File: config.mk
export PLATFORM = sky130hd
export DESIGN_NAME = wb_master_port
export DESIGN_NICKNAME = d
export VERILOG_FILES = /design/src/rtl/wb_master_port.sv
export SDC_FILE = /design/constraint.sdc
export NUM_CORES = 1
export LEC_CHECK = 0
export CAP_MARGIN = 20
export CORE_ASPECT_RATIO = 1.1
export CORE_UTILIZATION = 38
export CTS_CLUSTER_DIAMETER = 30
export CTS_CLUSTER_SIZE = 28
export DETAILED_ROUTE_END_ITERATION = 8
export PLACE_DENSITY_LB_ADDON = 0.3
export SYNTH_ARGS = -nofsm -noshare
export SYNTH_HDL_FRONTEND = slang
export SYNTH_SLANG_ARGS = --single-unit
File: constraint.sdc
create_clock -name clk_i -period 2.5 [get_ports clk_i]
set_input_delay 0.5 -clock clk_i [delete_from_list [all_inputs] [get_ports clk_i]]
set_output_delay 0.5 -clock clk_i [all_outputs]
set_load 0.005 [all_outputs]
File: src/rtl/wb_master_port.sv
// Single-outstanding classic Wishbone master: one valid/ready request becomes one bus cycle,
// and the result comes back on a valid/ready response channel (read data, error, timeout).
module wb_master_port #(
  parameter int ADR_WIDTH = 16,
  parameter int DAT_WIDTH = 64,
  parameter int TIMEOUT   = 255
) (
  input  logic                 clk_i,
  input  logic                 rst_i,
  input  logic                 req_valid_i,
  output logic                 req_ready_o,
  input  logic                 req_we_i,
  input  logic [ADR_WIDTH-1:0] req_adr_i,
  input  logic [DAT_WIDTH-1:0] req_dat_i,
  output logic                 rsp_valid_o,
  input  logic                 rsp_ready_i,
  output logic [DAT_WIDTH-1:0] rsp_dat_o,
  output logic                 rsp_err_o,
  output logic                 rsp_timeout_o,
  output logic [ADR_WIDTH-1:0] adr_o,
  output logic [DAT_WIDTH-1:0] dat_o,
  input  logic [DAT_WIDTH-1:0] dat_i,
  output logic                 we_o,
  output logic                 stb_o,
  output logic                 cyc_o,
  input  logic                 ack_i,
  input  logic                 err_i
);

  typedef enum logic [1:0] {
    S_IDLE = 2'd0,
    S_BUS  = 2'd1,
    S_RESP = 2'd2
  } state_e;

  // A 1-bit counter is kept when the timeout is disabled so the width never collapses to 0.
  localparam int CNT_W = (TIMEOUT > 0) ? $clog2(TIMEOUT + 1) : 1;
  localparam logic [CNT_W-1:0] CNT_LAST = (TIMEOUT > 0) ? CNT_W'(TIMEOUT - 1) : '0;
  localparam logic [CNT_W-1:0] CNT_MAX  = '1;

  function automatic logic [CNT_W-1:0] cnt_sat_inc(input logic [CNT_W-1:0] c);
    return (c == CNT_MAX) ? c : c + CNT_W'(1);
  endfunction

  state_e               state_q;
  logic [ADR_WIDTH-1:0] adr_q;
  logic [DAT_WIDTH-1:0] dat_q;
  logic                 we_q;
  logic                 stb_q;
  logic [CNT_W-1:0]     cnt_q;
  logic                 rsp_valid_q;
  logic [DAT_WIDTH-1:0] rsp_dat_q;
  logic                 rsp_err_q;
  logic                 rsp_timeout_q;

  logic [CNT_W-1:0]     cnt_d;
  logic [DAT_WIDTH-1:0] ack_dat_d;
  logic                 timeout_hit;

  assign cnt_d       = cnt_sat_inc(cnt_q);
  assign ack_dat_d   = we_q ? '0 : dat_i;
  assign timeout_hit = (TIMEOUT != 0) && (cnt_q == CNT_LAST);

  always_ff @(posedge clk_i) begin
    if (!rst_i) begin
      state_q       <= S_IDLE;
      adr_q         <= '0;
      dat_q         <= '0;
      we_q          <= 1'b0;
      stb_q         <= 1'b0;
      cnt_q         <= '0;
      rsp_valid_q   <= 1'b0;
      rsp_dat_q     <= '0;
      rsp_err_q     <= 1'b0;
      rsp_timeout_q <= 1'b0;
    end else begin
      case (state_q)
        S_IDLE: begin
          if (req_valid_i) begin
            adr_q   <= req_adr_i;
            dat_q   <= req_dat_i;
            we_q    <= req_we_i;
            stb_q   <= 1'b1;
            cnt_q   <= '0;
            state_q <= S_BUS;
          end
        end
        // err_i wins over ack_i; the bus strobe drops on the same edge the response is captured.
        S_BUS: begin
          if (err_i) begin
            rsp_dat_q     <= '0;
            rsp_err_q     <= 1'b1;
            rsp_timeout_q <= 1'b0;
            rsp_valid_q   <= 1'b1;
            stb_q         <= 1'b0;
            state_q       <= S_RESP;
          end else if (ack_i) begin
            rsp_dat_q     <= ack_dat_d;
            rsp_err_q     <= 1'b0;
            rsp_timeout_q <= 1'b0;
            rsp_valid_q   <= 1'b1;
            stb_q         <= 1'b0;
            state_q       <= S_RESP;
          end else if (timeout_hit) begin
            rsp_dat_q     <= '0;
            rsp_err_q     <= 1'b1;
            rsp_timeout_q <= 1'b1;
            rsp_valid_q   <= 1'b1;
            stb_q         <= 1'b0;
            state_q       <= S_RESP;
          end else begin
            cnt_q <= cnt_d;
          end
        end
        S_RESP: begin
          if (rsp_ready_i) begin
            rsp_valid_q <= 1'b0;
            state_q     <= S_IDLE;
          end
        end
        default: begin
          stb_q       <= 1'b0;
          rsp_valid_q <= 1'b0;
          state_q     <= S_IDLE;
        end
      endcase
    end
  end

  assign req_ready_o   = (state_q == S_IDLE) && rst_i;
  assign adr_o         = adr_q;
  assign dat_o         = dat_q;
  assign we_o          = we_q;
  assign stb_o         = stb_q;
  assign cyc_o         = stb_q;
  assign rsp_valid_o   = rsp_valid_q;
  assign rsp_dat_o     = rsp_dat_q;
  assign rsp_err_o     = rsp_err_q;
  assign rsp_timeout_o = rsp_timeout_q;

endmodule
==> results.ini, run 1 <==
[grt]
grt_pass1_vias = 5289
grt_antenna_before_repair = 0
overflow = 0
grt_pass1_wl_microns = 26650
grt_max_degree = 65
track_usage = 0.2338

[finish]
layout-drive-gt1-share = 0.05889
fill_cells = 1131
diodes = 0
layout.nets = 1023
post-route-util = 0.6674
seq_area_sq_um = 3183
stdcell_count = 1071
multi_input_area_sq_um = 2049
areaGrowthSynthToFinish_pct = 70.90

[timing]
final.setup.tns_ns = 0
period_minus_slack_ns = 2.222
fmax_ghz = 0.4501
slew_violations = 0
fin_skew_ns = 0.007701
hold_viol = 0
setup_viol = 0
rsz0062_at_grt = no
slew_headroom = 0.5968
finalCritPeriodShare = 0.8888
tightest_slew_ns = 0.6048
fin_hold_ws_ns = 0.4517

[die]
die_area_sq_um = 14720
die_h_microns = 127.1
io-pin-count = 302
coreArea_sq_um = 13850
die_w_microns = 115.8
rows = 45
initial_utilization = 0.3905

[power_and_ir_drop]
power.switching_mw = 1.381
internal_power_mw = 4.724
p_leak_nw = 3.435
p_sw_frac = 0.2262
clkPwrFrac = 0.421
combPwrFrac = 0.135
ir_worst_vdd_uv = 402.9
powerDensity_nw_per_um2 = 660.4
finalPower_mw = 6.105
share_seq_of_total_power = 0.444

[clocking]
cts.path.max_buffers = 2
ctsHoldBuffers = 0
path_clk_slew_ns = 0.06
tritoncts = built
cts_setup_buffers = 0
h-tree-depth = 4
cts-root-buf = clkbuf_16
cts_sinks = 159
cts_resized = 0
clk_latency_ns = 0.41
cts_buffers = 17

[routing]
drt_pass1_iterations = 5
drtIter0Drc = 351
drc = 0
drt.antenna.violating_nets = 0
via_per_inst = 4.960
wl_microns = 17020
vias = 5312
wl_per_cell_microns = 15.89

[placement]
hpwl_microns = 12050
port_buffers = 301
placed_cells = 1039
finalWeightedCongestion = 0.8825

[setup_path]
crit_arrival_ns = 1.72
path_class = input port to primary output
crit_start = rst_i
worstRegToRegCells = 4
cp.required_ns = 2.00
reg2reg_from = state_q[0]$_SDFFE_PN0P_
r2r_end = cnt_q[6]$_SDFFE_PN0P_
cp-end-kind = primary output
reg2reg_slack_ns = 0.56
cp-start-kind = input port
worst-path-max-fanout = 2

[min_path]
hp-class = flip-flop to flip-flop
worstHoldEndpoint = dat_o[38]$_SDFFE_PN0P_
hold_path_depth = 2
worstHoldStart = dat_o[38]$_SDFFE_PN0P_

[synthesis]
syn_inst = 583
synth-seq-area-share = 0.5885
syn_nets = 736
ys_ff_latch = 159
yosysUniqueCellTypes = 36
syn_area_per_cell_sq_um = 9.278
yosysWarnings = 0
syn_area_sq_um = 5409

[status]
status = completed

[flow_run]
cap_viol_max_count = 0

==> power by group through the flow <==
stage                     clock network (mW)  logic, mW  registers (mW)
after floorplan                            0      0.253            2.77
after CTS                               2.64      0.830            2.71
final                                   2.57      0.823            2.71
after global placement                     0      0.803            2.76
after detailed placement                   0      0.823            2.77
after global routing                    2.75      0.890            2.72
==> cells in the mapped netlist (all sizes together) <==
cell / instances / area (sq um)
or2b: 1 / 7.510
dfxtp: 159 / 3183
or4b: 1 / 13.76
nand2: 174 / 653.1
o21bai: 1 / 18.77
nand4: 1 / 12.51
a31oi: 5 / 31.28
a22o: 64 / 560.5
o311ai: 1 / 8.760
o2bb2a: 1 / 10.01
nand3b: 1 / 7.510
o21ai: 4 / 20.01
or4: 2 / 15.01
o221a: 1 / 11.26
a2111oi: 1 / 27.53
ha: 2 / 25.02
buf: 11 / 62.56
nand3: 9 / 45.04
and2: 1 / 6.260
o211a: 1 / 10.01
or3: 2 / 12.51
nor2: 5 / 18.77
clkbuf: 33 / 123.9
a21oi: 89 / 445.4
o211ai: 3 / 22.52
nor2b: 1 / 6.260
inv: 3 / 11.26
nor3: 3 / 20.02
o22ai: 1 / 6.260
or2: 2 / 12.52
==> area by class of cell <==
cell class,instances,share of cell area
clock inverter,9,0.01151
sequential,159,0.3443
tap,188,0.02545
multi-input combinational,377,0.2217
timing repair buffer,312,0.3430
clock buffer,23,0.05279
inverter,3,0.001218
==> layout by cell type (no fill, tap or decap), types with 2 or more instances in the layout <==
cell	n
clkdlybuf4s50_1	301
nand2_1	173
dfxtp_1	159
a21oi_1	88
a22o_1	64
clkbuf_16	17
nand3_1	9
buf_12	6
nor2_1	5
a31oi_1	5
buf_4	5
clkbuf_8	4
o211ai_1	3
o21ai_0	3
clkinv_2	3
clkinvlp_4	3
inv_1	2
nor3_1	2
or4_1	2
or3_1	2
ha_1	2
bufinv_16	2
clkbuf_1	2
==> how the worst max path moves through the flow <==
stage / to / slack, ns / cells past startpoint
6_report: req_ready_o / 0.28 / 4
5_1_grt: req_ready_o / 0.17 / 4
4_1_cts: req_ready_o / 0.26 / 4
3_5_place_dp: cnt_q[6]$_SDFFE_PN0P_ / 0.07 / 5
3_3_place_gp: cnt_q[5]$_SDFFE_PN0P_ / 0.08 / 5
2_1_floorplan: cnt_q[5]$_SDFFE_PN0P_ / 0.62 / 4
==> cell families (layout without fill, tap and decap cells) <==
| logic type | Yosys count | count (layout) | synth area share |
|---|---|---|---|
| simple gates | 203 | 203 | 0.1536 |
| compound gates | 172 | 172 | 0.2167 |
| flops | 159 | 159 | 0.5885 |
| buf+inv | 47 | 347 | 0.03655 |
| fa+ha+maj | 2 | 2 | 0.004626 |
==> routing by layer <==
layer,GRT usage,share of wire,vias up
met3,0.09156,0.084,41
met5,0,0,-
met1,0.2433,0.38,2480
li1,-,-,2578
met4,0.1139,0.033,0
met2,0.4079,0.50,213
==> sequential cells by signal, summed over array words and instances (netlist names) <==
| name | cells |
|---|---|
| dat_o | 64 |
| rsp_dat_o | 64 |
| adr_o | 16 |
| cnt_q | 8 |
| state_q | 2 |
| cyc_o | 1 |
| rsp_err_o | 1 |
| rsp_timeout_o | 1 |
| rsp_valid_o | 1 |
| we_o | 1 |
==> critical path, stage by stage <==
cell,delay (ns)
clkdlybuf4s50_1,0.49
inv_2,0.05
nor3_1,0.12
clkdlybuf4s50_1,0.56
==> per-stage QoR <==
step / area [sq um] / worst slack [ns]
after floorplan: 5409 / 0.6205
after global placement: 8650 / 0.07870
after detailed placement: 8650 / 0.07253
after CTS: 9244 / 0.2620
after global routing: 9244 / 0.1693
final: 9244 / 0.2781
No activity file was read; power rests on OpenSTA's default activity.
==> run 2: changes to the inputs <==
--- a/config.mk
+++ b/config.mk
@@ -6,8 +6,7 @@
 export NUM_CORES = 1
 export LEC_CHECK = 0
 export CAP_MARGIN = 20
-export CORE_ASPECT_RATIO = 1.1
-export CORE_UTILIZATION = 38
+export CORE_UTILIZATION = 41
 export CTS_CLUSTER_DIAMETER = 30
 export CTS_CLUSTER_SIZE = 28
 export DETAILED_ROUTE_END_ITERATION = 8
==> constraint.sdc (replaced) <==
create_clock -name clk_i -period 2.8 [get_ports clk_i]
set_input_delay 0.56 -clock clk_i [delete_from_list [all_inputs] [get_ports clk_i]]
set_output_delay 0.56 -clock clk_i [all_outputs]
set_load 0.005 [all_outputs]
==> run 2 against run 1 <==
Design area decreased by 1.2%. Final cell count fell by 2.0%. Worst hold slack gained 0.0010 ns. Critical path type unchanged. Critical endpoint unchanged.
==> results.ini, run 2 (synthesis results as in run 1) <==
[status]
status = completed

[routing]
drt.antenna.violating_nets = 0  ; unchanged
top_layer = met4
wl_microns = 17970  ; +5.6%
wl_per_cell_microns = 17.12  ; +7.7%
via_per_inst = 5.079  ; +2.4%
drtIter0Drc = 343  ; -2.3%
wl_met1_microns = 6540  ; +1.5%
met2WireLength_microns = 9404  ; +9.6%
vias = 5333  ; +0.40%
drc = 0  ; unchanged
drt_pass1_iterations = 4  ; -1
wl_met3_microns = 1627  ; +14%

[finish]
final_cell_mix = clkdlybuf4s50_1 (301), nand2_1 (173), dfxtp_1 (159)
areaGrowthSynthToFinish_pct = 68.84
fill_cells = 959  ; -15%
layout.nets = 1021  ; -0.20%
layout-drive-gt1-share = 0.05353  ; -0.005359
final_cell_area_sq_um = 9133  ; -1.2%
diodes = 0  ; unchanged
final_common_cell = clkdlybuf4s50_1
stdcell_count = 1050  ; -2.0%

[setup_path]
cp-start-kind = input port
worst-path-max-fanout = 2  ; unchanged
crit_arrival_ns = 1.91  ; +0.19 ns
cp.required_ns = 2.24  ; +0.24 ns
path_class = input port to primary output
cp-end-kind = primary output

[die]
rows = 41  ; -8.9%
io-pin-count = 302  ; unchanged
coreArea_sq_um = 12720  ; -8.1%
die_area_sq_um = 13660  ; -7.2%
die_w_microns = 116.9  ; +0.95%
initial_utilization = 0.4252  ; +0.03464
die_h_microns = 116.9  ; -8.1%

[clocking]
tritoncts = built
h-tree-depth = 4  ; unchanged
cts_setup_buffers = 0  ; unchanged
ctsHoldBuffers = 0  ; unchanged
cts_buffers = 17  ; unchanged
cts.path.max_buffers = 2  ; unchanged
clk_latency_ns = 0.42  ; about the same
cts-root-buf = clkbuf_16
cts_resized = 0  ; unchanged
path_clk_slew_ns = 0.06  ; about the same
cts_sinks = 159  ; unchanged

[power_and_ir_drop]
p_leak_nw = 3.402  ; -0.96%
ir_worst_vdd_uv = 494.0  ; +23%
powerDensity_nw_per_um2 = 587.6  ; -11%

[placement]
placed_cells = 1021  ; -1.7%
hpwl_microns = 12540  ; +4.0%
finalWeightedCongestion = 0.8639  ; -2.1%
place_area_sq_um = 8571  ; -0.91%
port_buffers = 301  ; unchanged

[grt]
track_usage = 0.2517  ; +0.01784
grt_pass1_vias = 5306  ; +0.32%
grt_antenna_before_repair = 0  ; unchanged
grt_max_degree = 92  ; +42%
grt_pass1_wl_microns = 25980  ; -2.5%
overflow = 0  ; unchanged

[timing]
fmax_ghz = 0.4045
fin_skew_ns = 0.005059  ; -0.002642 ns
tightest_slew_ns = 0.9913  ; +0.3865 ns
slew_headroom = 0.3391  ; -0.2577
final.setup.tns_ns = 0  ; unchanged
finalCritPeriodShare = 0.8830
hold_viol = 0  ; unchanged
rsz0062_at_grt = no
slew_violations = 0  ; unchanged
setup_viol = 0  ; unchanged
period_minus_slack_ns = 2.472

[min_path]
hp-class = flip-flop to flip-flop

[flow_run]
cap_viol_max_count = 0  ; unchanged

run 2: changes by cell type in the layout (fill, tap and decap cells not counted), sizes merged:
cell | before | now
buf | 11 | 9
clkinv | 3 | 5
clkinvlp | 3 | 1
inv | 4 | 2
clkbuf | 23 | 22
run 2: final cells by class:
type | count | area (sq um) | area share
timing repair buffer | 310 | 3105 | 0.3400
tap | 172 | 215.2 | 0.02356
sequential | 159 | 3183 | 0.3485
multi-input combinational | 377 | 2054 | 0.2250
inverter | 3 | 12.51 | 0.001370
clock buffer | 22 | 474.2 | 0.05192
clock inverter | 7 | 87.58 | 0.009590
run 2: metrics by stage:
step	setup WS (ns)	utilization	hold WS [ns]	total power, mW
floorplan	0.8349	-	0.4527	2.698
global placement	0.2862	0.6737	0.4407	3.165
detailed placement	0.2193	0.6737	0.4463	3.189
CTS	0.3598	0.7178	0.4540	5.393
global route	0.2555	0.7178	0.4764	5.559
finish	0.3276	0.7178	0.4527	5.366
run 2: power breakdown:
part	internal (mW)	switching (mW)
combinational	0.433	0.288
sequential	2.36	0.0578
clock	1.36	0.862
run 2: layer usage:
layer  vias to the layer above  global-route usage
met5                         -                   0
met4                         0             0.09620
met3                        35             0.09629
met2                       218              0.4659
met1                      2509              0.2553
li1                       2571                   -
run 2: path summary, 6_finish.rpt:
| kind | startpoint | end | slack [ns] | cells past startpoint |
|---|---|---|---|---|
| setup / recovery | rst_i | req_ready_o | 0.33 | 4 |
| hold / removal | dat_o[41]$_SDFFE_PN0P_ | dat_o[41]$_SDFFE_PN0P_ | 0.45 | 2 |
| setup reg to reg | state_q[0]$_SDFFE_PN0P_ | cnt_q[5]$_SDFFE_PN0P_ | 0.81 | 4 |
| hold reg to reg | dat_o[41]$_SDFFE_PN0P_ | dat_o[41]$_SDFFE_PN0P_ | 0.45 | 2 |
run 2: critical path, cell delays in order:
cell and delay [ns]:
clkdlybuf4s50_1 0.52, clkinv_2 0.07, nor3_1 0.17, clkdlybuf4s50_1 0.59
==> run 3: changes to the inputs <==
--- a/config.mk
+++ b/config.mk
@@ -6,7 +6,8 @@
 export NUM_CORES = 1
 export LEC_CHECK = 0
 export CAP_MARGIN = 20
-export CORE_UTILIZATION = 41
+export CORE_ASPECT_RATIO = 1.1
+export CORE_UTILIZATION = 28
 export CTS_CLUSTER_DIAMETER = 30
 export CTS_CLUSTER_SIZE = 28
 export DETAILED_ROUTE_END_ITERATION = 8
==> run 3 against run 2 <==
Clock skew is 0.0036 ns higher. Count of clock-buffer cells in the layout is 4 lower. Sequential cell count stayed put. Global-route usage is 8.5 points lower. Wire length is 7.1% lower. Final cell count is 7.0% higher. Maximum frequency is 4.6% higher. Critical path depth stayed put. Largest cell class unchanged. Sequential power hardly changed. Worst setup slack better by 0.11 ns. First-iteration DRC count is 53% lower. Highest routed layer unchanged. Register-to-register slack hardly changed.
==> results.ini, run 3 (synthesis results as in run 1) <==
[finish]
final_cell_mix = clkdlybuf4s50_1 (301), nand2_1 (173), dfxtp_1 (159)
areaGrowthSynthToFinish_pct = 70.92
final_cell_area_sq_um = 9245  ; +1.2%
post-route-util = 0.4951  ; -0.2227
fill_cells = 1784  ; +86%
diodes = 0  ; unchanged
layout.nets = 1021  ; unchanged
final_common_cell = clkdlybuf4s50_1
layout-drive-gt1-share = 0.05902  ; +0.005493

[timing]
fmax_ghz = 0.4232  ; +4.6%
fin_hold_ws_ns = 0.4524  ; -0.0003330 ns
fin_skew_ns = 0.008629  ; +0.003570 ns
tightest_slew_ns = 0.5777  ; -0.4136 ns
rsz0062_at_grt = no
hold_viol = 0  ; unchanged
final.setup.tns_ns = 0  ; unchanged
setup_viol = 0  ; unchanged
period_minus_slack_ns = 2.363  ; -0.1095 ns
slew_headroom = 0.6148  ; +0.2757
slew_violations = 0  ; unchanged
finalCritPeriodShare = 0.8439  ; -0.03910

[setup_path]
cp-end-kind = primary output
cp_common_cell = clkdlybuf4s50_1
worstRegToRegCells = 4  ; unchanged
reg2reg_slack_ns = 0.82  ; about the same
crit_start = rst_i
cp-start-kind = input port
reg2reg_from = state_q[0]$_SDFFE_PN0P_
worstPathCellList = clkdlybuf4s50_1, inv_2, nor3_1, clkdlybuf4s50_1
cp.required_ns = 2.24  ; about the same
max_stage_delay_ns = 0.55  ; -0.04 ns
worst-path-max-fanout = 2  ; unchanged
crit_buf_inv = 3  ; unchanged
path_delay_family = buffers and inverters
crit_arrival_ns = 1.80  ; -0.11 ns
path_class = input port to primary output
r2r_end = cnt_q[6]$_SDFFE_PN0P_
cp_slowest_cell = clkdlybuf4s50_1

[placement]
place_area_sq_um = 8683  ; +1.3%
port_buffers = 301  ; unchanged
finalWeightedCongestion = 0.7516  ; -13%
hpwl_microns = 11510  ; -8.2%

[clocking]
cts_sinks = 159  ; unchanged
ctsHoldBuffers = 0  ; unchanged
path_clk_slew_ns = 0.06  ; about the same
h-tree-depth = 4  ; unchanged
cts.path.max_buffers = 2  ; unchanged
cts-root-buf = clkbuf_16
tritoncts = built
cts_setup_buffers = 0  ; unchanged
cts_resized = 0  ; unchanged
cts_buffers = 17  ; unchanged
clk_latency_ns = 0.42  ; about the same

[routing]
wl_per_cell_microns = 14.86  ; -13%
wl_microns = 16710  ; -7.1%
vias = 5207  ; -2.4%
drtIter0Drc = 162  ; -53%
drt.antenna.violating_nets = 0  ; unchanged
via_per_inst = 4.633  ; -8.8%
drt_pass1_iterations = 4  ; unchanged
drc = 0  ; unchanged

[power_and_ir_drop]
p_leak_nw = 3.409  ; +0.20%
powerDensity_nw_per_um2 = 578.3  ; -1.6%
finalPower_mw = 5.346  ; -0.37%
ir_worst_vdd_uv = 417.1  ; -16%

[die]
io-pin-count = 302  ; unchanged
die_area_sq_um = 19880  ; +46%
initial_utilization = 0.2897  ; -0.1355
die_w_microns = 134.5  ; +15%
rows = 52  ; +27%
die_h_microns = 147.8  ; +26%
coreArea_sq_um = 18670  ; +47%

[min_path]
worstHoldStart = dat_o[24]$_SDFFE_PN0P_
hold_path_depth = 2  ; unchanged
hp-class = flip-flop to flip-flop
worstHoldEndpoint = dat_o[24]$_SDFFE_PN0P_

[flow_run]
cap_viol_max_count = 0  ; unchanged

[grt]
grt_pass1_vias = 5006  ; -5.7%
grt_pass1_wl_microns = 25920  ; -0.21%
overflow = 0  ; unchanged
grt_antenna_before_repair = 0  ; unchanged
grt_max_degree = 65  ; -29%
track_usage = 0.1668  ; -0.08489

[status]
status = completed

[run 3: cell count changes in the layout (fill, tap and decap cells not counted), sizes merged]
| cell | delta |
|---|---|
| bufinv | -2 |
| clkbuf | -4 |
| clkinv | +1 |
| clkinvlp | +1 |
| inv | +7 |
[run 3: worst max-delay path by stage]
stage / depth (start not counted) / to / slack (ns)
detailed placement: 5 / cnt_q[5]$_SDFFE_PN0P_ / 0.27
finish: 4 / req_ready_o / 0.44
CTS: 4 / req_ready_o / 0.42
floorplan: 5 / req_ready_o / 0.83
global route: 4 / req_ready_o / 0.36
global placement: 5 / cnt_q[5]$_SDFFE_PN0P_ / 0.29
[run 3: area by class of cell]
cell class / instances / area, sq um / area share
Sequential cell: 159 / 3183 / 0.3443
Timing Repair Buffer: 310 / 3131 / 0.3386
Multi-Input combinational cell: 377 / 2054 / 0.2222
Clock buffer: 18 / 439.2 / 0.04750
Tap cell: 243 / 304.0 / 0.03289
Clock inverter: 14 / 122.6 / 0.01326
Inverter: 3 / 11.26 / 0.001218
[run 3: per-layer routing]
| metal | global-route usage | part of all wire | up-vias |
|---|---|---|---|
| met5 | 0 | 0 | - |
| met4 | 0.06742 | 0.019 | 0 |
| met3 | 0.05316 | 0.070 | 24 |
| met2 | 0.2829 | 0.49 | 184 |
| met1 | 0.1938 | 0.42 | 2420 |
| li1 | - | - | 2579 |
[run 3: where the power goes]
part	total (mW)	leakage (nW)	internal, mW	switching [mW]
Sequential	2.41	1.30	2.36	0.0522
Combinational	0.720	1.84	0.438	0.281
Clock	2.21	0.275	1.19	1.02
Total	5.35	3.41	3.99	1.36
[run 3: metrics by stage]
stage                     setup slack, ns  cells
after floorplan                    0.8349    583
after global placement             0.2883   1092
after detailed placement           0.2737   1092
after CTS                          0.4213   1124
after global routing               0.3592   1124
final                              0.4370   1124
[run 3: tightest hold or removal path, stage by stage, from the launching register on]
cell,delay (ns)
dfxtp_1,0.31
nand2_1,0.05
a21oi_1,0.05
